===== src/rtl/cpi_global_fabric_if.sv =====
// CPI global channel bundle between the agent-side controller (master)
// and the fabric-side endpoint (slave).
interface cpi_global_fabric_if #(
    parameter int EPOCH_W = 8
);
    logic               txcon_req;
    logic               fatal;
    logic               viral;
    logic [EPOCH_W-1:0] epoch_id;
    logic [EPOCH_W-1:0] epoch_commit;
    logic [EPOCH_W-1:0] epoch_reject;
    logic               rx_push;
    logic               rx_pop;
    logic               rxcon_ack;
    logic               rxdiscon_nack;
    logic               rx_empty;
    logic               rx_full;
    logic               link_up;
    logic               viral_seen;
    logic               fatal_seen;
    logic [2:0]         err;
    logic [EPOCH_W-1:0] epoch_open;
    logic               epoch_rej_pulse;

    modport master (
        output txcon_req, fatal, viral, epoch_id, epoch_commit, epoch_reject, rx_push, rx_pop,
        input  rxcon_ack, rxdiscon_nack, rx_empty, rx_full, link_up, viral_seen, fatal_seen,
               err, epoch_open, epoch_rej_pulse
    );

    modport slave (
        input  txcon_req, fatal, viral, epoch_id, epoch_commit, epoch_reject, rx_push, rx_pop,
        output rxcon_ack, rxdiscon_nack, rx_empty, rx_full, link_up, viral_seen, fatal_seen,
               err, epoch_open, epoch_rej_pulse
    );
endinterface


===== src/rtl/cpi_global_fabric.sv =====
// Fabric-side CPI global channel endpoint: connect/disconnect handshake,
// RX queue occupancy tracking and epoch-reject change detection.
module cpi_global_fabric #(
    parameter int EPOCH_W  = 8,
    parameter int RX_DEPTH = 16,
    parameter int ACK_DLY  = 4,
    parameter int DISC_DLY = 2
) (
    input  logic              clk,
    input  logic              rst,
    cpi_global_fabric_if.slave bus
);
    localparam int              CNT_W     = $clog2(RX_DEPTH + 1);
    localparam logic [CNT_W-1:0] CNT_ZERO = CNT_W'(0);
    localparam logic [CNT_W-1:0] CNT_ONE  = CNT_W'(1);
    localparam logic [CNT_W-1:0] CNT_FULL = CNT_W'(RX_DEPTH);
    localparam logic [3:0]       ACK_LOAD  = 4'(ACK_DLY - 1);
    localparam logic [3:0]       DISC_LOAD = 4'(DISC_DLY - 1);

    typedef enum logic [2:0] {
        ST_DISCON    = 3'd0,
        ST_CONN_WAIT = 3'd1,
        ST_CONN      = 3'd2,
        ST_NACK      = 3'd3,
        ST_DISC_WAIT = 3'd4,
        ST_FATAL     = 3'd5
    } state_t;

    state_t             state_r, state_s;
    logic [3:0]         dly_r, dly_s;
    logic [CNT_W-1:0]   count_r, count_s;
    logic [2:0]         err_r, err_s;
    logic               push_ok_s;
    logic               ack_s, nack_s, link_s, fatal_s;
    logic               ack_r, nack_r, link_r, fatal_r, viral_r;
    logic               empty_r, full_r, pulse_r;
    logic [EPOCH_W-1:0] open_r, shadow_r;
    logic               unused_s;

    // State register and handshake delay counter.
    always_ff @(posedge clk or posedge rst) begin
        if (rst) begin
            state_r <= ST_DISCON;
            dly_r   <= 4'd0;
        end else begin
            state_r <= state_s;
            dly_r   <= dly_s;
        end
    end

    // Next-state logic; fatal overrides every other transition.
    always_comb begin
        state_s = state_r;
        dly_s   = dly_r;
        if (bus.fatal) begin
            state_s = ST_FATAL;
            dly_s   = 4'd0;
        end else begin
            case (state_r)
                ST_DISCON: begin
                    if (bus.txcon_req) begin
                        state_s = ST_CONN_WAIT;
                        dly_s   = ACK_LOAD;
                    end else begin
                        state_s = ST_DISCON;
                    end
                end
                ST_CONN_WAIT: begin
                    if (!bus.txcon_req) begin
                        state_s = ST_DISCON;
                        dly_s   = 4'd0;
                    end else if (dly_r == 4'd0) begin
                        state_s = ST_CONN;
                    end else begin
                        dly_s = dly_r - 4'd1;
                    end
                end
                ST_CONN: begin
                    if (bus.txcon_req) begin
                        state_s = ST_CONN;
                    end else if (count_r == CNT_ZERO) begin
                        state_s = ST_DISC_WAIT;
                        dly_s   = DISC_LOAD;
                    end else begin
                        state_s = ST_NACK;
                    end
                end
                ST_NACK: begin
                    if (bus.txcon_req) begin
                        state_s = ST_CONN;
                    end else begin
                        state_s = ST_NACK;
                    end
                end
                ST_DISC_WAIT: begin
                    if (dly_r == 4'd0) begin
                        state_s = ST_DISCON;
                    end else begin
                        dly_s = dly_r - 4'd1;
                    end
                end
                ST_FATAL: state_s = ST_FATAL;
                default: begin
                    state_s = ST_DISCON;
                    dly_s   = 4'd0;
                end
            endcase
        end
    end

    // Output decode from the next state so the registered outputs track the state.
    always_comb begin
        ack_s   = 1'b0;
        nack_s  = 1'b0;
        link_s  = 1'b0;
        fatal_s = 1'b0;
        case (state_s)
            ST_CONN: begin
                ack_s  = 1'b1;
                link_s = 1'b1;
            end
            ST_NACK: begin
                ack_s  = 1'b1;
                nack_s = 1'b1;
                link_s = 1'b1;
            end
            ST_DISC_WAIT: ack_s   = 1'b1;
            ST_FATAL:     fatal_s = 1'b1;
            default:      ack_s   = 1'b0;
        endcase
    end

    // RX occupancy: a push only counts while linked; a dropped push never cancels a pop.
    always_comb begin
        count_s   = count_r;
        err_s     = err_r;
        push_ok_s = bus.rx_push && link_r;
        if (bus.rx_push && !link_r) begin
            err_s[2] = 1'b1;
        end else begin
            err_s[2] = err_r[2];
        end
        if (push_ok_s && bus.rx_pop) begin
            count_s = count_r;
        end else if (push_ok_s) begin
            if (count_r == CNT_FULL) begin
                err_s[0] = 1'b1;
            end else begin
                count_s = count_r + CNT_ONE;
            end
        end else if (bus.rx_pop) begin
            if (count_r == CNT_ZERO) begin
                err_s[1] = 1'b1;
            end else begin
                count_s = count_r - CNT_ONE;
            end
        end else begin
            count_s = count_r;
        end
    end

    // Registered handshake, status and occupancy outputs.
    always_ff @(posedge clk or posedge rst) begin
        if (rst) begin
            ack_r   <= 1'b0;
            nack_r  <= 1'b0;
            link_r  <= 1'b0;
            fatal_r <= 1'b0;
            viral_r <= 1'b0;
            count_r <= CNT_ZERO;
            err_r   <= 3'b000;
            empty_r <= 1'b1;
            full_r  <= 1'b0;
        end else begin
            ack_r   <= ack_s;
            nack_r  <= nack_s;
            link_r  <= link_s;
            fatal_r <= fatal_s;
            viral_r <= viral_r | bus.viral;
            count_r <= count_s;
            err_r   <= err_s;
            empty_r <= (count_s == CNT_ZERO);
            full_r  <= (count_s == CNT_FULL);
        end
    end

    // Epoch tracking: reject changes are only reported while the link is up.
    always_ff @(posedge clk or posedge rst) begin
        if (rst) begin
            shadow_r <= {EPOCH_W{1'b0}};
            pulse_r  <= 1'b0;
            open_r   <= {EPOCH_W{1'b0}};
        end else begin
            shadow_r <= bus.epoch_reject;
            pulse_r  <= link_r && (bus.epoch_reject != shadow_r);
            if (link_r) begin
                open_r <= bus.epoch_id;
            end else begin
                open_r <= open_r;
            end
        end
    end

    assign unused_s            = ^bus.epoch_commit;
    assign bus.rxcon_ack       = ack_r;
    assign bus.rxdiscon_nack   = nack_r;
    assign bus.rx_empty        = empty_r;
    assign bus.rx_full         = full_r;
    assign bus.link_up         = link_r;
    assign bus.viral_seen      = viral_r;
    assign bus.fatal_seen      = fatal_r;
    assign bus.err             = err_r;
    assign bus.epoch_open      = open_r;
    assign bus.epoch_rej_pulse = pulse_r;
endmodule

===== src/flat_wrapper.sv =====
// flat-port wrapper written by rule: the top's interface ports become plain ports
module cpi_global_fabric_flat 
#(
    parameter int EPOCH_W  = 8,
    parameter int RX_DEPTH = 16,
    parameter int ACK_DLY  = 4,
    parameter int DISC_DLY = 2
)
  (clk, rst, bus_txcon_req, bus_fatal, bus_viral, bus_epoch_id, bus_epoch_commit, bus_epoch_reject, bus_rx_push, bus_rx_pop, bus_rxcon_ack, bus_rxdiscon_nack, bus_rx_empty, bus_rx_full, bus_link_up, bus_viral_seen, bus_fatal_seen, bus_err, bus_epoch_open, bus_epoch_rej_pulse);
  cpi_global_fabric_if #(.EPOCH_W(EPOCH_W)) bus_i ();
  input  logic clk;
  input  logic rst;
  input wire logic [$bits(bus_i.txcon_req)-1:0] bus_txcon_req;
  input wire logic [$bits(bus_i.fatal)-1:0] bus_fatal;
  input wire logic [$bits(bus_i.viral)-1:0] bus_viral;
  input wire logic [$bits(bus_i.epoch_id)-1:0] bus_epoch_id;
  input wire logic [$bits(bus_i.epoch_commit)-1:0] bus_epoch_commit;
  input wire logic [$bits(bus_i.epoch_reject)-1:0] bus_epoch_reject;
  input wire logic [$bits(bus_i.rx_push)-1:0] bus_rx_push;
  input wire logic [$bits(bus_i.rx_pop)-1:0] bus_rx_pop;
  output wire logic [$bits(bus_i.rxcon_ack)-1:0] bus_rxcon_ack;
  output wire logic [$bits(bus_i.rxdiscon_nack)-1:0] bus_rxdiscon_nack;
  output wire logic [$bits(bus_i.rx_empty)-1:0] bus_rx_empty;
  output wire logic [$bits(bus_i.rx_full)-1:0] bus_rx_full;
  output wire logic [$bits(bus_i.link_up)-1:0] bus_link_up;
  output wire logic [$bits(bus_i.viral_seen)-1:0] bus_viral_seen;
  output wire logic [$bits(bus_i.fatal_seen)-1:0] bus_fatal_seen;
  output wire logic [$bits(bus_i.err)-1:0] bus_err;
  output wire logic [$bits(bus_i.epoch_open)-1:0] bus_epoch_open;
  output wire logic [$bits(bus_i.epoch_rej_pulse)-1:0] bus_epoch_rej_pulse;
  assign bus_i.txcon_req = bus_txcon_req;
  assign bus_i.fatal = bus_fatal;
  assign bus_i.viral = bus_viral;
  assign bus_i.epoch_id = bus_epoch_id;
  assign bus_i.epoch_commit = bus_epoch_commit;
  assign bus_i.epoch_reject = bus_epoch_reject;
  assign bus_i.rx_push = bus_rx_push;
  assign bus_i.rx_pop = bus_rx_pop;
  assign bus_rxcon_ack = bus_i.rxcon_ack;
  assign bus_rxdiscon_nack = bus_i.rxdiscon_nack;
  assign bus_rx_empty = bus_i.rx_empty;
  assign bus_rx_full = bus_i.rx_full;
  assign bus_link_up = bus_i.link_up;
  assign bus_viral_seen = bus_i.viral_seen;
  assign bus_fatal_seen = bus_i.fatal_seen;
  assign bus_err = bus_i.err;
  assign bus_epoch_open = bus_i.epoch_open;
  assign bus_epoch_rej_pulse = bus_i.epoch_rej_pulse;
  cpi_global_fabric #(.EPOCH_W(EPOCH_W), .RX_DEPTH(RX_DEPTH), .ACK_DLY(ACK_DLY), .DISC_DLY(DISC_DLY)) u_core (.clk(clk), .rst(rst), .bus(bus_i));
endmodule

===== config.mk =====
export PLATFORM = sky130hd
export DESIGN_NAME = cpi_global_fabric_flat
export DESIGN_NICKNAME = d
export VERILOG_FILES = /design/src/rtl/cpi_global_fabric_if.sv /design/src/rtl/cpi_global_fabric.sv /design/src/flat_wrapper.sv
export SDC_FILE = /design/constraint.sdc
export NUM_CORES = 1
export LEC_CHECK = 0
export CAP_MARGIN = 20
export CORE_MARGIN = 2
export CORE_UTILIZATION = 40
export CTS_CLUSTER_SIZE = 24
export DETAILED_ROUTE_END_ITERATION = 12
export DONT_BUFFER_PORTS = 1
export HOLD_SLACK_MARGIN = 0.1
export MAX_ROUTING_LAYER = met4
export SLEW_MARGIN = 20
export SYNTH_ARGS = -nofsm -noshare
export SYNTH_HDL_FRONTEND = slang
export SYNTH_SLANG_ARGS = --single-unit

===== constraint.sdc =====
create_clock -name clk -period 2.2 [get_ports clk]
set_input_delay 0.22 -clock clk [delete_from_list [all_inputs] [get_ports clk]]
set_output_delay 0.22 -clock clk [all_outputs]
set_load 0.03 [all_outputs]

==> out/qor.yml <==
status:
  status: "finished clean"
die:
  die_h_um: 73.2
  num_rows: 25
  start_util_pct: 41.1
  io_pins: 50
  dieArea_um2: 5360
  die_x_um: 73.2
  core_area_um2: 4660
cts:
  clkTransAtPathRegs_ns: 0.07
  cts_sinks: 39
  cts_max_path_buffers: 2
  insertion_delay_ns: 0.28
  cts_tree: "built"
  clock-root-buffer: "clkbuf_8"
  cts_buffers: 5
  cts_htree_levels: 2
global_route:
  grt_usage_pct: 16.3
  grt_pass1_vias: 1495
  antenna_found_initial: 0
  overflow: 0
  grt_max_degree: 40
  grt_pass1_wl_um: 6460
pwr:
  power_mw: 2.46
  pwr-share-seq_pct: 52.1
  p_int_mw: 1.48
  swShare_pct: 40.0
  power.share.combinational_pct: 29.7
  cellLeakagePower_nw: 0.994
  ir_drop_uv: 764
  p_switching_uw: 983
  p_clk_share_pct: 18.2
  power_density_nw_per_um2: 1070
synth:
  seq_area_frac_synth_pct: 51.0
  syn_avg_cell_area_um2: 10.8
  yosysTopAreaCellShare_pct: 49.6
  synthTopCellsByArea: "dfrtp_1 (50%), mux2_2 (4.7%), xor2_1 (3.7%)"
  synth-seq-cells: 39
  ys_types: 52
  syn_area_um2: 1920
  synth-edff-count: 0
  syn_inst: 177
  async_flop_share_pct: 100
  syn-num-nets: 211
  synth_warnings: 0
  synth_area_leader_cell: "dfrtp_1"
  synth_ff_type: "dfrtp_1"
min_path:
  min-delay-path-class: "primary input to flip-flop"
  worstHoldEndpoint: "u_core.dly_r[3]$_DFFE_PP0P_"
  hold_path_startpoint: "bus_fatal"
  holdPathStages: 2
drt:
  drcViolationCount: 0
  wl_per_cell_um: 14.7
  dr.pass1.iters: 4
  vias_per_cell: 5.49
  dr_total_vias: 1428
  drt_wl_total_um: 3820
  drt_iter0_drc: 98
  ant_nets: 0
timing:
  fin_crit_ns: 2.01
  fin_tns_setup_ns: 0
  fmax_mhz: 497
  skew_ns: 0.00671
  drv_slew: 0
  final_hold_viol_count: 0
  period_share_pct: 91.4
  tightest_slew_ns: 0.558
  relSlewSlack_pct: 62.4
  setup_viol: 0
  rsz0062_at_grt: "false"
final_layout:
  post-route-util_pct: 49.2
  nets: 239
  antenna_cells: 0
  fillers: 427
  drive_gt1_share_pct: 18.0
  fin_area_um2: 2290
  area_growth_syn_to_layout_pct: 19.8
worst_setup_path:
  crit_type: "flip-flop to flip-flop"
  end_kind: "flip-flop"
  path_cells: "inv_1, ha_1, or4b_4, nor3_2, o21a_1, a2111oi_1, buf_4, o2bb2ai_1"
  required_ns: 2.36
  worstPathArrival_ns: 2.17
  cp-start-kind: "flip-flop"
  reg2regPathDepth: 8
  timing.rr.end: "u_core.dly_r[1]$_DFFE_PP0P_"
  regToRegSetupSlack_ns: 0.19
  crit_path_top_delay_cell: "or4b_4"
  worstReg2RegStart: "u_core.count_r[1]$_DFF_PP0_"
  crit_fanout: 5
  critPathMaxStageDelay_ns: 0.52
placed_design:
  dpl.hpwl_um: 2650
  io_buffer_count: 0
  place_area_um2: 2000
  place_congestion: 0.919
flow_run:
  max-cap-violations: 0
## power groups by stage
stage | registers [mW] | logic [mW] | clock network (mW)
3_3_place_gp | 1.29 | 0.677 | 0
5_1_grt | 1.31 | 0.821 | 0.499
4_1_cts | 1.28 | 0.731 | 0.472
3_5_place_dp | 1.29 | 0.701 | 0
2_1_floorplan | 1.20 | 0.619 | 0
6_report | 1.28 | 0.730 | 0.448
## per-stage QoR
step                hold slack (ns)  cells  worst slack (ns)
floorplan                     0.251    177             0.283
global placement              0.252    232             0.156
detailed placement            0.252    232             0.105
CTS                           0.103    260            0.0674
global route                  0.104    260            0.0599
finish                        0.115    260             0.189
## what timing repair did
item                                    CTS  global route
resized for setup                         0             2
endpoints found under the hold margin    57             0
buffers inserted                          0             0
hold buffers                             20             0
endpoints found under the setup margin    0             2
## synth_stat cells, types with 2 or more instances
cell and count:
a211o_1 2, a31o_2 2, nor2b_1 2, a21boi_0 2
nor2_1 13, clkbuf_1 2, ha_1 3, xor2_1 8
mux2_2 8, and2_1 2, nand2b_1 2, inv_1 15
xnor2_1 2, nor4_1 3, or3b_2 2, nand3_1 3
o21ai_0 8, o21a_1 3, dfrtp_1 38, nor3_1 5
a21o_1 2, nand2_1 6, buf_2 4, o2bb2ai_1 3
nor4b_1 2, nor3b_1 3, a21oi_1 7
## state kept, by name, indices dropped and copies added (netlist names)
register / count
u_core.bus.epoch_open: 8
u_core.shadow_r: 8
u_core.count_r: 5
u_core.dly_r: 4
u_core.bus.err: 3
u_core.state_r: 3
u_core.bus.epoch_rej_pulse: 1
u_core.bus.fatal_seen: 1
u_core.bus.link_up: 1
u_core.bus.rx_empty: 1
u_core.bus.rx_full: 1
u_core.bus.rxcon_ack: 1
u_core.bus.rxdiscon_nack: 1
u_core.bus.viral_seen: 1
## critical path, delay by kind of cell, from the launching register on
| family | cells | cell delay (ns) |
|---|---|---|
| buffers and inverters | 2 | 0.22 |
| DFF | 1 | 0.38 |
| adders and majority gates | 1 | 0.20 |
| and+or+nand+nor | 2 | 0.72 |
| AOI/OAI and AO/OA | 3 | 0.37 |
## metal layers
metal / part of all wire [%] / vias up / track usage [%]
met2: 49 / 47 / 27.3
li1: - / 683 / -
met1: 42 / 689 / 18.6
met5: 0 / - / -
met3: 6.7 / 9 / 4.42
met4: 1.7 / 0 / 5.76
## how the worst max path moves through the flow
stage	startpoint	endpoint	slack [ns]
after floorplan	u_core.dly_r[0]$_DFFE_PP0P_	u_core.dly_r[0]$_DFFE_PP0P_	0.28
after global placement	u_core.dly_r[0]$_DFFE_PP0P_	u_core.dly_r[0]$_DFFE_PP0P_	0.16
after detailed placement	u_core.dly_r[0]$_DFFE_PP0P_	u_core.dly_r[1]$_DFFE_PP0P_	0.10
after CTS	u_core.dly_r[0]$_DFFE_PP0P_	u_core.dly_r[1]$_DFFE_PP0P_	0.07
after global routing	u_core.dly_r[0]$_DFFE_PP0P_	u_core.dly_r[1]$_DFFE_PP0P_	0.06
final	u_core.count_r[1]$_DFF_PP0_	u_core.dly_r[1]$_DFFE_PP0P_	0.19
## kinds of logic after synthesis
logic type | count (synthesis) | synth area share [%]
fa+ha+maj | 3 | 1.96
simple gates | 50 | 15.5
xor+xnor | 10 | 4.57
flops | 39 | 51.0
buf+inv | 22 | 4.96
compound gates | 44 | 16.7
mux | 9 | 5.23
## final cells by class
cell class / instances / area [um^2] / area share [%]
multi-input combinational: 116 / 850 / 37.0
inverter: 15 / 56.3 / 2.45
tap: 54 / 67.6 / 2.94
sequential: 39 / 977 / 42.6
clock buffer: 5 / 68.8 / 3.00
clock inverter: 3 / 15.0 / 0.654
timing repair buffer: 28 / 260 / 11.3
## layout by cell type, fill, tap and decap left out, drive strengths merged, types with 7 or more instances in the layout
cell type / Yosys / layout
a21oi: 7 / 7
buf: 5 / 8
dfrtp: 38 / 38
dlygate4sd3: 0 / 20
inv: 15 / 15
mux2: 8 / 8
nor2: 13 / 13
o21ai: 9 / 9
xor2: 8 / 8
Note: power is estimated with default switching activity, not from simulation.
